===== src/rtl/pc_control.sv =====
// rtl/pc_control.sv - program counter, fetch handshake and instruction sequencing
module pc_control #(
   parameter logic [63:0] RESET_PC = 64'h0
) (
   input  logic        clk,
   input  logic        reset_n,
   output logic        imem_req,
   output logic [63:0] imem_addr,
   input  logic        imem_ack,
   input  logic [31:0] imem_rdata,
   output logic [31:0] instr,
   output logic        instr_valid,
   input  logic        stall,
   input  logic        branch,
   input  logic        jump,
   input  logic        alu_zero,
   input  logic [63:0] imm,
   output logic [63:0] pc,
   output logic [63:0] pc_plus4,
   output logic        taken,
   output logic        trap,
   output logic [63:0] instret
);

   typedef enum logic [1:0] {BOOT, FETCH, EXEC, TRAP} state_t;

   state_t      state, state_nxt;
   logic [63:0] pc_nxt;
   logic [63:0] instret_nxt;
   logic [31:0] instr_nxt;
   logic        trap_nxt;
   logic [63:0] target;
   logic        in_exec;

   assign in_exec     = (state == EXEC);
   assign taken       = in_exec & (jump | (branch & alu_zero));
   assign pc_plus4    = pc + 64'd4;
   assign target      = taken ? (pc + imm) : pc_plus4;
   assign imem_req    = (state == FETCH);
   assign imem_addr   = pc;
   assign instr_valid = in_exec;

   always_ff @(posedge clk) begin
      if (!reset_n) begin
         state   <= BOOT;
         pc      <= RESET_PC;
         instr   <= 32'h0;
         trap    <= 1'b0;
         instret <= 64'h0;
      end else begin
         state   <= state_nxt;
         pc      <= pc_nxt;
         instr   <= instr_nxt;
         trap    <= trap_nxt;
         instret <= instret_nxt;
      end
   end

   always_comb begin
      state_nxt   = state;
      pc_nxt      = pc;
      instr_nxt   = instr;
      trap_nxt    = trap;
      instret_nxt = instret;
      case (state)
         BOOT: state_nxt = FETCH;
         FETCH: begin
            if (imem_ack) begin
               instr_nxt = imem_rdata;
               state_nxt = EXEC;
            end
         end
         EXEC: begin
            // a misaligned taken target leaves pc and instret untouched
            if (!stall) begin
               if (taken && (target[1:0] != 2'b00)) begin
                  trap_nxt  = 1'b1;
                  state_nxt = TRAP;
               end else begin
                  pc_nxt      = target;
                  instret_nxt = instret + 64'd1;
                  state_nxt   = FETCH;
               end
            end
         end
         TRAP: state_nxt = TRAP;
         default: state_nxt = BOOT;
      endcase
   end

endmodule


===== config.mk =====
export PLATFORM = sky130hd
export DESIGN_NAME = pc_control
export DESIGN_NICKNAME = d
export VERILOG_FILES = /design/src/rtl/pc_control.sv
export SDC_FILE = /design/constraint.sdc
export NUM_CORES = 1
export LEC_CHECK = 0
export ABC_CLOCK_PERIOD_IN_PS = 8570
export CORE_MARGIN = 4
export CORE_UTILIZATION = 52
export DETAILED_ROUTE_END_ITERATION = 16
export PLACE_DENSITY = 0.88
export SETUP_SLACK_MARGIN = 0.1
export SKIP_CTS_REPAIR_TIMING = 1
export SLEW_MARGIN = 30
export SYNTH_ARGS = -nofsm -noshare
export SYNTH_HDL_FRONTEND = slang
export SYNTH_SLANG_ARGS = --single-unit

===== constraint.sdc =====
create_clock -name clk -period 8.57 [get_ports clk]
set_clock_uncertainty 0.2 [all_clocks]
set_input_delay 1.2855 -clock clk [delete_from_list [all_inputs] [get_ports clk]]
set_output_delay 1.2855 -clock clk [all_outputs]
set_load 0.02 [all_outputs]

==> results.sh <==
export IMPL_ys_seq_area_frac=0.2571
export IMPL_first_pass_iters=5
export IMPL_p_clk_frac=0.435
export IMPL_p_seq_frac=0.434
export IMPL_grt_max_degree=94
export IMPL_hold_viol=0
export IMPL_initial_core_util=0.5343
export IMPL_holdCritPathClass="flop to flop"
export IMPL_insertion_delay_ps=430
export IMPL_dp_hpwl_um=34170
export IMPL_setup_viol=0
export IMPL_max_cap_violations=0
export IMPL_coreArea_sq_um=23750
export IMPL_critPathRequiredTime_ps=7080
export IMPL_yosysWarnings=0
export IMPL_yosysTopAreaCell="dfxtp_1"
export IMPL_grt_pass1_vias=13230
export IMPL_path_clk_slew_ps=80
export IMPL_grt_ovfl_total=0
export IMPL_area_delta_synth_final_pct=33.13
export IMPL_gp_congestion=0.9873
export IMPL_synthAdderAreaFrac=0.06565
export IMPL_antenna_found_initial=0
export IMPL_rsz0062_at_grt="no"
export IMPL_cts_root_buf="clkbuf_16"
export IMPL_ys_async_sr_fraction=0
export IMPL_top_usage_layer="met2"
export IMPL_synth_most_common_cell="nand2_1"
export IMPL_p_leak_uw=0.006502
export IMPL_min_period_ps=5620
export IMPL_final_antenna_net_count=0
export IMPL_slowest_delay_ps=660
export IMPL_endpoint_kind="output port"
export IMPL_die_height_um=164.2
export IMPL_critPathSlowestCell="nor4_4"
export IMPL_synth_top_family_by_area="simple AND/OR/NAND/NOR gates"
export IMPL_antennaDiodeCount=0
export IMPL_startpoint_type="flop"
export IMPL_synthMuxAreaShare=0.001577
export IMPL_critical_path_cell_chain="ha_1, nand3_1, nor4_4, nand4_4, nor4_2, nand4_1, xnor2_1, clkdlybuf4s50_1"
export IMPL_slew_headroom=0.3698
export IMPL_synth_xor_area_frac=0.1125
export IMPL_post_route_drc_count=0
export IMPL_track_usage=0.3207
export IMPL_synth_avg_cell_area_sq_um=7.605
export IMPL_vias_per_cell=6.096
export IMPL_fin_crit_sh=0.6558
export IMPL_final_util=0.7114
export IMPL_peakVddDrop_uv=109.1
export IMPL_switchingPower_uw=515.0
export IMPL_final_setup_tns_ps=0
export IMPL_grt_use_met3=0.05521
export IMPL_nets=2107
export IMPL_grt_use_met1=0.4106
export IMPL_syn_area_sq_um=12690
export IMPL_cts_tree="built"
export IMPL_syn_inst=1669
export IMPL_cts_htree_levels=4
export IMPL_synthTopCellsByArea="dfxtp_1 26%, ha_1 6.4%, a21oi_1 6.2%"
export IMPL_switching_share=0.2884
export IMPL_synthSimpleGateAreaFrac=0.2576
export IMPL_cts_buffer_depth=2
export IMPL_register_area_sq_um=3263
export IMPL_internal_power_uw=1271
export IMPL_power_density_nw_per_um2=105.7
export IMPL_combinationalPowerShare=0.131
export IMPL_vias=13840
export IMPL_synth_cell_type_count=92
export IMPL_dieArea_sq_um=26970
export IMPL_cp_arrival_ps=4130
export IMPL_syn_num_nets=1838
export IMPL_worstMarginPinSlew_ps=940.2
export IMPL_wire_per_inst_um=19.97
export IMPL_clock_sinks=163
export IMPL_synth_compound_area_frac=0.2293
export IMPL_ioPinCount=395
export IMPL_grt_pass1_wl_um=69600
export IMPL_drive_gt1_frac=0.04818
export IMPL_fmax_mhz=177.9
export IMPL_die_w_um=164.2
export IMPL_use_met2=0.5230
export IMPL_path_class="flop to output port"
export IMPL_drt_wl_total_um=45340
export IMPL_multi_input_area_sq_um=8481
export IMPL_netlist_area_leader_share=0.2571
export IMPL_fill_cells=1936
export IMPL_path_max_fanout=8
export IMPL_synth_common_cells="202 x nand2_1, 163 x dfxtp_1, 158 x a21oi_1, 144 x nor2_1, 82 x xnor2_1"
export IMPL_drv_slew=0
export IMPL_status="finished clean"
export IMPL_cts_inserted_buffers=17
export IMPL_postSynthRegisterBits=163
export IMPL_synth_main_ff_cell="dfxtp_1"
export IMPL_synth_edf_count=0
export IMPL_first_iter_violations=1255
export IMPL_rows=56
export IMPL_port_buffers=394
[layout make-up]
class                   instances  share of cell area
flip-flops and latches        163              0.1931
repair buffers                402              0.2381
inverters                      35            0.007923
multi-input cells            1319              0.5019
clock buffers                  18             0.02599
well taps                     319             0.02362
clock inverters                14            0.009330
[power by group through the flow]
stage                     logic, uW  registers [uW]  clock network, uW
after floorplan                 111             802                  0
after global placement          225             792                  0
after detailed placement        227             792                  0
after CTS                       229             775                788
after global routing            250             776                818
final                           234             775                777
[metrics by stage]
step	hold slack (ps)	cells	area (sq um)	total power, uW	setup WS (ps)
after global routing	278.0	2270	16900	1844	2790
after floorplan	334.2	1669	12690	912.9	4547
final	257.7	2270	16900	1786	2950
after CTS	259.6	2269	16870	1791	3000
after detailed placement	248.7	2237	16270	1020	3219
after global placement	241.5	2237	16270	1017	3293
[layer usage]
metal / routed length, um / up-vias / share of wire
met2: 20950 / 761 / 0.46
met1: 18330 / 6461 / 0.40
li1: - / 6481 / -
met4: 2089 / 0 / 0.046
met5: 0 / - / 0
met3: 3979 / 136 / 0.088
[placed cells by master (no fill, tap or decap), drive strengths merged, types with 34 or more instances in the layout]
cell and instances:
dfxtp 163, xor2 81, inv 42, o21ai 89, nand3 60, nor3 44, nand4 55, nor2 147
a21oi 162, xnor2 82, a21o 36, nand2 204, clkdlybuf4s50 394, and3 34, ha 65
[registers in the layout (all words and copies together), names as in the netlist]
register / count
imem_addr: 64
instr: 32
instret: 64
state: 2
trap: 1
[final timing paths]
kind                                                start                          to  slack, ps  cells after the start
worst max-delay path            imem_addr[3]$_SDFFE_PN0P_                pc_plus4[62]       2950                      8
worst min-delay path                instr[7]$_SDFFE_PN0P_       instr[7]$_SDFFE_PN0P_        260                      2
worst max register to register  imem_addr[0]$_SDFFE_PN0P_  imem_addr[57]$_SDFFE_PN0P_       4460                      8
worst min register to register      instr[7]$_SDFFE_PN0P_       instr[7]$_SDFFE_PN0P_        260                      2
[logic make-up after synthesis]
family	count (synthesis)
DFF	163
and+or+nand+nor	638
adders and majority gates	66
AOI/OAI and AO/OA	450
muxes	2
buffers and inverters	187
xor gates and xnor gates	163
[critical path, delay by kind of cell (launching register included)]
family                     cells  cell delay [ps]
and+or+nand+nor                5             1950
buffers and inverters          1              660
DFF                            1              480
xor gates and xnor gates       1              300
adders and majority gates      1              290
Note: power is estimated with default switching activity, not from simulation.
